### config.mk
export PLATFORM = sky130hd
export DESIGN_NAME = mem_ctrl_flat
export DESIGN_NICKNAME = d
export VERILOG_FILES = /design/src/rtl/mem_ctrl_pkg.sv /design/src/rtl/mem_ctrl_if.sv /design/src/rtl/mem_ctrl.sv /design/src/flat_wrapper.sv
export SDC_FILE = /design/constraint.sdc
export NUM_CORES = 1
export LEC_CHECK = 0
export BUFFER_PORTS_ARGS = -buffer_cell sky130_fd_sc_hd__clkbuf_2
export CORE_AREA = 2 2 151 153
export CTS_CLUSTER_SIZE = 30
export DETAILED_ROUTE_END_ITERATION = 8
export DIE_AREA = 0 0 153 155
export PLACE_DENSITY = 0.7
export SYNTH_ARGS = -nofsm -noshare
export SYNTH_HDL_FRONTEND = slang
export SYNTH_SLANG_ARGS = --single-unit
export TNS_END_PERCENT = 1
### constraint.sdc
create_clock -name clk_in -period 8.54 [get_ports clk_in]
set_input_delay 1.708 -clock clk_in [delete_from_list [all_inputs] [get_ports clk_in]]
set_output_delay 1.708 -clock clk_in [all_outputs]
set_load 0.02 [all_outputs]
### src/rtl/mem_ctrl_pkg.sv
// Shared types and constants for the byte-serial RAM port controller.
// Imported by mem_ctrl_if and mem_ctrl.
package mem_ctrl_pkg;

    typedef enum logic [2:0] {
        IDLE,
        IF_RD,
        MEM_RD,
        MEM_WR,
        DONE
    } state_t;

    localparam logic [1:0] LEN_1B = 2'b00;
    localparam logic [1:0] LEN_2B = 2'b01;
    localparam logic [1:0] LEN_4B = 2'b10;

    // Address bits [17:16] equal to this select the IO window.
    localparam logic [1:0] IO_ADDR_HI = 2'b11;

    // Length code 2'b11 is treated as a full word.
    function automatic logic [2:0] len_to_bytes(input logic [1:0] len);
        case (len)
            LEN_1B:  return 3'd1;
            LEN_2B:  return 3'd2;
            default: return 3'd4;
        endcase
    endfunction

endpackage

### src/rtl/mem_ctrl_if.sv
// Fetch, load/store and RAM-side signals of the shared RAM port controller.
// The slave modport is the controller; master is the pipeline/RAM side.
interface mem_ctrl_if #(
    parameter int ADDR_W = 32
);
    logic              if_req_i;
    logic [ADDR_W-1:0] if_addr_i;
    logic              if_flush_i;
    logic              if_done_o;
    logic [31:0]       if_data_o;

    logic              mem_req_i;
    logic              mem_we_i;
    logic [1:0]        mem_len_i;
    logic [ADDR_W-1:0] mem_addr_i;
    logic [31:0]       mem_wdata_i;
    logic              mem_done_o;
    logic [31:0]       mem_rdata_o;

    logic [7:0]        ram_din_i;
    logic [7:0]        ram_dout_o;
    logic [ADDR_W-1:0] ram_addr_o;
    logic              ram_wr_o;

    logic              if_stall_req_o;
    logic              mem_stall_req_o;

    modport slave (
        input  if_req_i, if_addr_i, if_flush_i,
        input  mem_req_i, mem_we_i, mem_len_i, mem_addr_i, mem_wdata_i,
        input  ram_din_i,
        output if_done_o, if_data_o,
        output mem_done_o, mem_rdata_o,
        output ram_dout_o, ram_addr_o, ram_wr_o,
        output if_stall_req_o, mem_stall_req_o
    );

    modport master (
        output if_req_i, if_addr_i, if_flush_i,
        output mem_req_i, mem_we_i, mem_len_i, mem_addr_i, mem_wdata_i,
        output ram_din_i,
        input  if_done_o, if_data_o,
        input  mem_done_o, mem_rdata_o,
        input  ram_dout_o, ram_addr_o, ram_wr_o,
        input  if_stall_req_o, mem_stall_req_o
    );

endinterface

### src/rtl/mem_ctrl.sv
// Arbiter/sequencer for the byte-wide RAM port shared by fetch and load/store.
// Optional IO store throttling is enabled by defining MEM_CTRL_IO_THROTTLE_EN.
module mem_ctrl
    import mem_ctrl_pkg::*;
#(
    parameter int ADDR_W = 32,
    parameter int RD_LAT = 1
) (
    input  logic      clk_in,
    input  logic      rst_in,
`ifdef MEM_CTRL_IO_THROTTLE_EN
    input  logic      io_buffer_full_i,
`endif
    mem_ctrl_if.slave bus
);

    localparam logic [3:0] RD_LAT_C = 4'(RD_LAT);

    state_t            state;
    state_t            state_next;

    logic [3:0]        cnt;
    logic [2:0]        nbytes;
    logic [ADDR_W-1:0] ram_addr;
    logic [7:0]        ram_dout;
    logic              ram_wr;
    logic              if_done;
    logic              mem_done;
    logic [31:0]       if_data;
    logic [31:0]       mem_rdata;
    logic [31:0]       asm_q;
    logic [31:0]       wdata_q;

    logic              grant_mem;
    logic              grant_if;
    logic              finish;
    logic              mem_ok;
    logic              capture;
    logic [1:0]        cap_idx;
    logic [1:0]        wr_idx;
    logic [3:0]        rd_last;
    logic [3:0]        wr_last;
    logic [31:0]       asm_next;

    // Read cycles run RD_LAT past the last address so the final byte lands.
    assign rd_last = 4'(nbytes) + RD_LAT_C - 4'd1;
    assign wr_last = 4'(nbytes) - 4'd1;
    assign capture = ((state == IF_RD) || (state == MEM_RD)) && (cnt >= RD_LAT_C);
    assign cap_idx = 2'(cnt - RD_LAT_C);
    assign wr_idx  = cnt[1:0] + 2'd1;

`ifdef MEM_CTRL_IO_THROTTLE_EN
    logic io_store;
    logic io_gap;

    assign io_store = bus.mem_we_i && (bus.mem_addr_i[17:16] == IO_ADDR_HI);
    assign mem_ok   = !(io_store && (io_buffer_full_i || io_gap));

    // Set by an IO store grant; the first IDLE cycle afterwards blocks and clears it.
    always_ff @(posedge clk_in or posedge rst_in) begin
        if (rst_in) begin
            io_gap <= 1'b0;
        end else if (grant_mem && io_store) begin
            io_gap <= 1'b1;
        end else if (state == IDLE) begin
            io_gap <= 1'b0;
        end
    end
`else
    assign mem_ok = 1'b1;
`endif

    always_comb begin
        asm_next = asm_q;
        if (capture) begin
            asm_next[{cap_idx, 3'b000} +: 8] = bus.ram_din_i;
        end
    end

    always_comb begin
        // NOTE: every output of this block gets a default first so no latch is inferred.
        state_next = state;
        grant_mem  = 1'b0;
        grant_if   = 1'b0;
        finish     = 1'b0;
        case (state)
            IDLE: begin
                if (bus.mem_req_i && mem_ok) begin
                    grant_mem  = 1'b1;
                    state_next = bus.mem_we_i ? MEM_WR : MEM_RD;
                end else if (bus.if_req_i && !bus.if_flush_i) begin
                    grant_if   = 1'b1;
                    state_next = IF_RD;
                end
            end
            IF_RD: begin
                if (bus.if_flush_i) begin
                    state_next = IDLE;
                end else if (cnt == rd_last) begin
                    finish     = 1'b1;
                    state_next = DONE;
                end
            end
            MEM_RD: begin
                if (cnt == rd_last) begin
                    finish     = 1'b1;
                    state_next = DONE;
                end
            end
            MEM_WR: begin
                if (cnt == wr_last) begin
                    finish     = 1'b1;
                    state_next = DONE;
                end
            end
            DONE:    state_next = IDLE;
            default: state_next = IDLE;
        endcase
    end

    always_ff @(posedge clk_in or posedge rst_in) begin
        if (rst_in) begin
            state <= IDLE;
        end else begin
            state <= state_next;
        end
    end

    // NOTE: sequential state uses non-blocking assignments so every register samples pre-edge values.
    always_ff @(posedge clk_in or posedge rst_in) begin
        if (rst_in) begin
            cnt       <= '0;
            nbytes    <= '0;
            ram_addr  <= '0;
            ram_dout  <= '0;
            ram_wr    <= 1'b0;
            if_done   <= 1'b0;
            mem_done  <= 1'b0;
            if_data   <= '0;
            mem_rdata <= '0;
            asm_q     <= '0;
            wdata_q   <= '0;
        end else begin
            if_done  <= 1'b0;
            mem_done <= 1'b0;
            case (state)
                IDLE: begin
                    cnt   <= '0;
                    asm_q <= '0;
                    if (grant_mem) begin
                        ram_addr <= bus.mem_addr_i;
                        nbytes   <= len_to_bytes(bus.mem_len_i);
                        wdata_q  <= bus.mem_wdata_i;
                        ram_dout <= bus.mem_wdata_i[7:0];
                        ram_wr   <= bus.mem_we_i;
                    end else if (grant_if) begin
                        ram_addr <= bus.if_addr_i;
                        nbytes   <= 3'd4;
                    end
                end
                IF_RD, MEM_RD: begin
                    cnt   <= cnt + 4'd1;
                    asm_q <= asm_next;
                    // Leaving on flush or completion parks the address at zero.
                    if (state_next != state) begin
                        ram_addr <= '0;
                    end else if ((cnt + 4'd1) < 4'(nbytes)) begin
                        ram_addr <= ram_addr + ADDR_W'(1);
                    end
                    if (finish) begin
                        if (state == IF_RD) begin
                            if_done <= 1'b1;
                            if_data <= asm_next;
                        end else begin
                            mem_done  <= 1'b1;
                            mem_rdata <= asm_next;
                        end
                    end
                end
                MEM_WR: begin
                    if (finish) begin
                        ram_wr   <= 1'b0;
                        ram_addr <= '0;
                        ram_dout <= '0;
                        mem_done <= 1'b1;
                    end else begin
                        cnt      <= cnt + 4'd1;
                        ram_addr <= ram_addr + ADDR_W'(1);
                        ram_dout <= wdata_q[{wr_idx, 3'b000} +: 8];
                    end
                end
                default: ;
            endcase
        end
    end

    assign bus.ram_addr_o      = ram_addr;
    assign bus.ram_dout_o      = ram_dout;
    assign bus.ram_wr_o        = ram_wr;
    assign bus.if_done_o       = if_done;
    assign bus.if_data_o       = if_data;
    assign bus.mem_done_o      = mem_done;
    assign bus.mem_rdata_o     = mem_rdata;
    assign bus.if_stall_req_o  = bus.if_req_i & ~if_done;
    assign bus.mem_stall_req_o = bus.mem_req_i & ~mem_done;

endmodule

### src/flat_wrapper.sv
// flat-port wrapper written by rule: the top's interface ports become plain ports
module mem_ctrl_flat import mem_ctrl_pkg::*;
#(
    parameter int ADDR_W = 32,
    parameter int RD_LAT = 1
)
  (clk_in, rst_in, bus_if_req_i, bus_if_addr_i, bus_if_flush_i, bus_mem_req_i, bus_mem_we_i, bus_mem_len_i, bus_mem_addr_i, bus_mem_wdata_i, bus_ram_din_i, bus_if_done_o, bus_if_data_o, bus_mem_done_o, bus_mem_rdata_o, bus_ram_dout_o, bus_ram_addr_o, bus_ram_wr_o, bus_if_stall_req_o, bus_mem_stall_req_o);
  mem_ctrl_if #(.ADDR_W(ADDR_W)) bus_i ();
  input  logic clk_in;
  input  logic rst_in;
  input wire logic [$bits(bus_i.if_req_i)-1:0] bus_if_req_i;
  input wire logic [$bits(bus_i.if_addr_i)-1:0] bus_if_addr_i;
  input wire logic [$bits(bus_i.if_flush_i)-1:0] bus_if_flush_i;
  input wire logic [$bits(bus_i.mem_req_i)-1:0] bus_mem_req_i;
  input wire logic [$bits(bus_i.mem_we_i)-1:0] bus_mem_we_i;
  input wire logic [$bits(bus_i.mem_len_i)-1:0] bus_mem_len_i;
  input wire logic [$bits(bus_i.mem_addr_i)-1:0] bus_mem_addr_i;
  input wire logic [$bits(bus_i.mem_wdata_i)-1:0] bus_mem_wdata_i;
  input wire logic [$bits(bus_i.ram_din_i)-1:0] bus_ram_din_i;
  output wire logic [$bits(bus_i.if_done_o)-1:0] bus_if_done_o;
  output wire logic [$bits(bus_i.if_data_o)-1:0] bus_if_data_o;
  output wire logic [$bits(bus_i.mem_done_o)-1:0] bus_mem_done_o;
  output wire logic [$bits(bus_i.mem_rdata_o)-1:0] bus_mem_rdata_o;
  output wire logic [$bits(bus_i.ram_dout_o)-1:0] bus_ram_dout_o;
  output wire logic [$bits(bus_i.ram_addr_o)-1:0] bus_ram_addr_o;
  output wire logic [$bits(bus_i.ram_wr_o)-1:0] bus_ram_wr_o;
  output wire logic [$bits(bus_i.if_stall_req_o)-1:0] bus_if_stall_req_o;
  output wire logic [$bits(bus_i.mem_stall_req_o)-1:0] bus_mem_stall_req_o;
  assign bus_i.if_req_i = bus_if_req_i;
  assign bus_i.if_addr_i = bus_if_addr_i;
  assign bus_i.if_flush_i = bus_if_flush_i;
  assign bus_i.mem_req_i = bus_mem_req_i;
  assign bus_i.mem_we_i = bus_mem_we_i;
  assign bus_i.mem_len_i = bus_mem_len_i;
  assign bus_i.mem_addr_i = bus_mem_addr_i;
  assign bus_i.mem_wdata_i = bus_mem_wdata_i;
  assign bus_i.ram_din_i = bus_ram_din_i;
  assign bus_if_done_o = bus_i.if_done_o;
  assign bus_if_data_o = bus_i.if_data_o;
  assign bus_mem_done_o = bus_i.mem_done_o;
  assign bus_mem_rdata_o = bus_i.mem_rdata_o;
  assign bus_ram_dout_o = bus_i.ram_dout_o;
  assign bus_ram_addr_o = bus_i.ram_addr_o;
  assign bus_ram_wr_o = bus_i.ram_wr_o;
  assign bus_if_stall_req_o = bus_i.if_stall_req_o;
  assign bus_mem_stall_req_o = bus_i.mem_stall_req_o;
  mem_ctrl #(.ADDR_W(ADDR_W), .RD_LAT(RD_LAT)) u_core (.clk_in(clk_in), .rst_in(rst_in), .bus(bus_i));
endmodule
Word-level counts from Yosys, hierarchy flattened
Index checks and enable logic that the tools add are counted.
{ "totals": {"ff_bits": 181, "latchBits": 0, "ram_bits": 0, "mem_bits_ro": 0, "inputBits": 112, "out_inout_bits": 109, "word_cells": 104, "mem_count": 0} }
{ "classes": {"addsub": 8, "multipliers": 0, "n_div": 0, "magnitude_cmp": 2, "eq_ne": 12, "shifts": 3, "n_mux": 43, "n_bitwise": 5, "reduce_logical": 19} }
{ "ops": {"columns": ["operator", "count"], "rows": [
  ["2-to-1 mux 32 bit", 6],
  ["case mux 32 bit (3 select lines)", 1],
  ["case mux 32 bit (2 select lines)", 1],
  ["adder 32 x 1 -> 32 bit (second input constant)", 1],
  ["bitwise mux 32 bit", 1],
  ["variable shift 8 x 7 -> 32 bit (first input constant)", 1],
  ["variable part select 32 x 6 -> 8 bit", 1],
  ["variable part select 8 x 7 -> 32 bit", 1],
  ["2-to-1 mux 3 bit", 7],
  ["2-to-1 mux 1 bit", 17],
  ["2-to-1 mux 8 bit", 2],
  ["case mux 8 bit (2 select lines)", 1],
  ["case mux 3 bit (4 select lines)", 1],
  ["case mux 4 bit (3 select lines)", 1],
  ["AND reduction 3 bit", 4],
  ["equality test 4 bit", 2],
  ["AND reduction 2 bit", 4],
  ["negation 5 -> 7 bit", 1],
  ["equality test 3 x 2 -> 1 bit (second input constant)", 2],
  ["inequality test 3 x 1 -> 1 bit (second input constant)", 2],
  ["case mux 3 bit (2 select lines)", 1],
  ["nonzero test 2 bit", 3],
  ["adder 3 x 1 -> 4 bit (second input constant)", 1],
  ["adder 4 x 1 -> 4 bit (second input constant)", 1],
  ["other kinds (23)", 29]
]} }

Logic depth before layout (Yosys ltp)
{ "depth": {"word_depth": 9, "depth_mapped": 10} }

Least setup slack after synthesis
No wires, ideal clock.
{ "synth_path": {"kind": "input to output", "from": "input port bus_if_req_i", "to": "output port bus_if_stall_req_o", "arrival_ps": 2035, "required_ps": 6832, "slack_ps": 4797, "stages": 1, "n_path_buf": 0, "cell_sequence": "nor2b_1"} }
{ "synth_between": {"elab_chain_len": 1} }
{ "synth_rtl": {"columns": ["item", "line_no", "rtl"], "rows": [
  ["start: declaration", "flat_wrapper.sv:11", "input wire logic [$bits(bus_i.if_req_i)-1:0] bus_if_req_i;"],
  ["bitwise AND 1 bit", "mem_ctrl.sv:204", "assign bus.if_stall_req_o = bus.if_req_i & ~if_done;"],
  ["end: declaration", "flat_wrapper.sv:27", "output wire logic [$bits(bus_i.if_stall_req_o)-1:0] bus_if_stall_req_o;"]
]} }
No other way between the ends.

==> results.rst <==
.. list-table::
   :header-rows: 1

   * - Metric
     - Value
   * - Result of the run
     - finished, final reports clean
   * - H-Tree Level Count
     - 4
   * - Synthesis-stage register bit count
     - approximately 180
   * - I/O Buffers
     - 220
   * - Number of setup violations in the final report
     - 0
   * - Average vias per placed instance
     - 5.35
   * - Syn. warnings
     - 0
   * - Net count of the finished layout
     - 1,219
   * - Complex-gate fraction of the synthesized area
     - 20.6%
   * - Start-to-end type of the worst setup path
     - reg2reg
   * - DR pass1 iterations
     - 5
   * - CTS max path bufs
     - 2
   * - Endpoint of the lowest-slack register-to-register path
     - u_core.nbytes[1]
   * - Count of vias placed by the detailed router
     - approximately 7,400
   * - Setup repair after global routing missed its margin
     - no
   * - Die footprint
     - ~24,000 um^2
   * - Clock Tree Root
     - sky130_fd_sc_hd__clkbuf_16
   * - Cell-internal power
     - approximately 2300 uW
   * - Lkg Pwr
     - 0.00517 uW
   * - Sequential area share after synthesis
     - 51.0%
   * - DRC viols
     - 0
   * - Cells on worst reg2reg path
     - 9
   * - Maximum net fanout on the critical path
     - 32
   * - Combinational family with the most area after synthesis
     - compound AO/OA/AOI/OAI gates
   * - GRT Total Usage
     - 19.6%
   * - Setup crit end kind
     - register
   * - Worst path arrival time
     - 5.27 ns
   * - Global-route wire length before repair
     - 37.8 mm
   * - Startpoint of the most critical hold path
     - u_core.wdata_q[24]
   * - DP Wirelength
     - 16.0 mm
   * - Cell with the largest stage delay on the worst path
     - sky130_fd_sc_hd__dfrtp_1
   * - Maximum clock frequency
     - between 200 and 250 MHz
   * - Max-slew headroom
     - 23.5%
   * - Die W
     - 153 um
   * - Starting density of the core
     - approximately two fifths
   * - Class of the worst hold path
     - reg2reg
   * - Areal power density over the cells
     - 399 nW/um^2
   * - Share of async-settable or async-resettable flops after synthesis
     - 100%
   * - Clock power frac
     - a little under a fifth
   * - End point of the worst hold path
     - u_core.wdata_q[24]
   * - Clock-pin transition on the worst setup and hold timing paths
     - 0.07 ns
   * - Vias in the first global route
     - between 7,000 and 8,000
   * - Number of hold buffers added after CTS
     - 0
   * - Worst clock skew
     - 0.00986 ns
   * - Ordered cell list for the critical path
     - inv_1 -> ha_1 -> ha_1 -> nor2b_1 -> o21a_1 -> nor4b_1 -> o21a_1 -> nand2_1 -> a22o_1
   * - Synth unique cells
     - 58
   * - Post-Synthesis Cell Area
     - 8880 um^2
   * - Max-cap check violation count
     - 0
   * - Number of antenna violations at the first check in global routing
     - 0
   * - Sort of element at the start of the critical path
     - register
   * - Count of nets left with antenna violations after detail routing
     - 0
   * - Max Slew Vio Count
     - 0
   * - # IOs
     - 221
   * - Register share of total power
     - 34.4%
   * - Average cell area after synthesis
     - 9.71 um^2
   * - Total wirelength of the detailed-routed design
     - between 20 and 25 mm
   * - Area share of xor/xnor cells in the synthesized design
     - 0.677%
   * - Final setup TNS
     - 0 ns
   * - Final antenna diode count
     - 0
   * - Total CTS buffers
     - 17
   * - Gates resized, CTS repair
     - 0
   * - Largest stage delay, worst path
     - roughly 0.96 ns
   * - Final count of hold timing violations
     - 0
   * - VDD IR-drop max
     - 233 uV
   * - Maximum number of pins on one net before global-route repair
     - 105
   * - Net switching fraction of the power
     - between 40% and 50%
   * - Data required time of the worst path
     - 8.85 ns
   * - Net switching component of the power
     - 1920 uW
   * - Predominant post-synthesis flop cell
     - sky130_fd_sc_hd__dfrtp_1
   * - Vertical die dimension
     - 155 um
   * - Proportion of synthesized area in mux cells
     - ~5.1%
   * - Adder-Cell Fraction of Synth Area
     - approximately 1.7%
   * - Ratio of cells with drive above 1 in the final layout
     - a little over a quarter
   * - Layout Area Growth over Synthesis
     - 20.4%
   * - Period minus WS final
     - just under 5 ns
   * - Most common cell after layout, fill and taps aside
     - sky130_fd_sc_hd__clkbuf_2
   * - Number of buffers added for setup after CTS
     - 0
   * - Setup slack, reg-to-reg
     - 3.59 ns
   * - Number of placed cells counting well taps
     - between 1,000 and 1,500
   * - Placeable core area
     - between 20,000 and 25,000 um^2
   * - Combinational share of power
     - 47.4%
   * - CTS tree
     - done
   * - Post-Layout Cell Count
     - 1,393
   * - Weighted congestion at the end of routability-driven global placement
     - 0.827
   * - Transition time at the pin with the least slew margin
     - 1.14 ns
   * - Synthesized-area fraction occupied by and/or/nand/nor cells
     - 16.0%
   * - Clock sink count
     - around 180
   * - Final critical-path share of the clock period
     - between 50% and 60%
   * - Skew-Pair Late Insertion Delay
     - between 0.4 and 0.5 ns
   * - Wirelength per Cell
     - 16.6 um
   * - Hold Path Cell Cnt
     - 2
   * - Source of the worst register-to-register timing path
     - u_core.cnt[0]
   * - GRT overflow
     - 0
   * - Start point of the critical path
     - u_core.cnt[0]
   * - Drt initial violations
     - approximately 430
   * - Post-synth net total
     - 1,038
   * - Commonest non-fill, non-tap cells in the layout
     - sky130_fd_sc_hd__clkbuf_2, sky130_fd_sc_hd__nand2_1, sky130_fd_sc_hd__dfrtp_1
   * - Cell count after synthesis
     - 914
   * - Number of flops mapped to enable cells by yosys
     - 0
   * - Floorplan row count
     - 55
## layer usage
metal  up-vias  global-route usage, %  wire (um)
met1      3528                   27.5      10700
met2       285                   30.9      10600
met3        33                   3.93       1400
li1       3602                      -          -
met4         0                   6.35        420
met5         -                      0          0
## worst max-delay path: cells and delay by family, from the launching register on
family | cells | cell delay (ns)
DFF | 1 | 0.96
adders and majority gates | 2 | 1.15
AOI/OAI and AO/OA | 3 | 1.40
and+or+nand+nor | 3 | 1.04
buffers and inverters | 1 | 0.29
## cell families (layout without fill, tap and decap cells)
| kind of cell | Yosys count | count (layout) |
|---|---|---|
| adders and majority gates | 12 | 12 |
| buffers and inverters | 101 | 295 |
| and+or+nand+nor | 319 | 319 |
| AOI/OAI and AO/OA | 260 | 260 |
| xor gates and xnor gates | 6 | 6 |
| muxes | 35 | 35 |
| DFF | 181 | 181 |
## registers in the layout, indices dropped and copies added, names as in the netlist
register and flops:
u_core.nbytes 3, u_core.bus.mem_done_o 1, u_core.bus.if_done_o 1, u_core.cnt 4
u_core.bus.if_data_o 32, u_core.wdata_q 32, u_core.bus.ram_wr_o 1, u_core.asm_q 32
u_core.bus.ram_dout_o 8, u_core.bus.ram_addr_o 32, u_core.state 3, u_core.bus.mem_rdata_o 32
## worst max path at each step
stage	end	slack, ns
CTS	u_core.nbytes[1]	3.52
global route	u_core.nbytes[1]	3.00
floorplan	u_core.asm_q[0]	1.92
finish	u_core.nbytes[1]	3.59
detailed placement	u_core.nbytes[1]	3.49
global placement	u_core.nbytes[1]	3.68
## cell usage after synthesis (3+ instances only)
master | number | area (um^2)
sky130_fd_sc_hd__buf_6 | 3 | 33.8
sky130_fd_sc_hd__ha_1 | 12 | 150
sky130_fd_sc_hd__and3_1 | 8 | 50.1
sky130_fd_sc_hd__nor4_1 | 3 | 18.8
sky130_fd_sc_hd__buf_1 | 9 | 33.8
sky130_fd_sc_hd__a21oi_1 | 32 | 160
sky130_fd_sc_hd__mux2i_1 | 25 | 250
sky130_fd_sc_hd__inv_1 | 34 | 128
sky130_fd_sc_hd__a22oi_1 | 29 | 218
sky130_fd_sc_hd__o2bb2ai_1 | 4 | 35.0
sky130_fd_sc_hd__o21bai_1 | 5 | 37.5
sky130_fd_sc_hd__o32a_1 | 11 | 110
sky130_fd_sc_hd__mux4_2 | 8 | 180
sky130_fd_sc_hd__a21o_1 | 4 | 30.0
sky130_fd_sc_hd__a211o_1 | 3 | 26.3
sky130_fd_sc_hd__xor2_1 | 3 | 26.3
sky130_fd_sc_hd__nor2b_1 | 6 | 37.5
sky130_fd_sc_hd__nor2_1 | 25 | 93.8
sky130_fd_sc_hd__o32ai_1 | 8 | 70.1
sky130_fd_sc_hd__o21a_1 | 3 | 22.5
sky130_fd_sc_hd__o211ai_1 | 10 | 75.1
sky130_fd_sc_hd__dfrtp_1 | 181 | 4530
sky130_fd_sc_hd__nand2b_1 | 3 | 18.8
sky130_fd_sc_hd__nor3_1 | 13 | 65.1
sky130_fd_sc_hd__o22ai_2 | 9 | 113
sky130_fd_sc_hd__buf_2 | 16 | 80.1
sky130_fd_sc_hd__or3_1 | 4 | 25.0
sky130_fd_sc_hd__or2_2 | 3 | 18.8
sky130_fd_sc_hd__nand2_1 | 214 | 803
sky130_fd_sc_hd__o21ai_0 | 82 | 410
sky130_fd_sc_hd__clkbuf_1 | 35 | 131
sky130_fd_sc_hd__a22o_1 | 44 | 385
sky130_fd_sc_hd__buf_4 | 4 | 30.0
sky130_fd_sc_hd__nand4_1 | 7 | 43.8
sky130_fd_sc_hd__nor4b_1 | 4 | 35.0
sky130_fd_sc_hd__nand3b_1 | 3 | 22.5
sky130_fd_sc_hd__nand3_1 | 17 | 85.1
## layout make-up
cell class              count  area [um^2]
clock inverters            14          143
fillers                  2118        11500
clock buffers              18          429
flip-flops and latches    181         4530
multi-input cells         632         3930
well taps                 285          357
repair buffers            229         1170
inverters                  34          133
## through the flow
stage	total power, uW	hold WS (ns)	instance area [um^2]	util [%]	setup slack, ns
CTS	4290	0.479	10700	48.1	3.52
global placement	3440	0.455	10100	45.5	3.68
floorplan	2970	0.440	8880	-	1.92
finish	4260	0.474	10700	48.1	3.59
global route	4580	0.494	10700	48.1	3.00
detailed placement	3510	0.461	10100	45.5	3.49
## power groups by stage
| stage | clock network (uW) | logic [uW] | registers, uW |
|---|---|---|---|
| finish | 775 | 2020 | 1470 |
| global route | 825 | 2250 | 1510 |
| CTS | 790 | 2040 | 1460 |
| detailed placement | 0 | 2030 | 1480 |
| global placement | 0 | 1980 | 1470 |
| floorplan | 0 | 1360 | 1610 |
(Power assumes the default switching activity.)
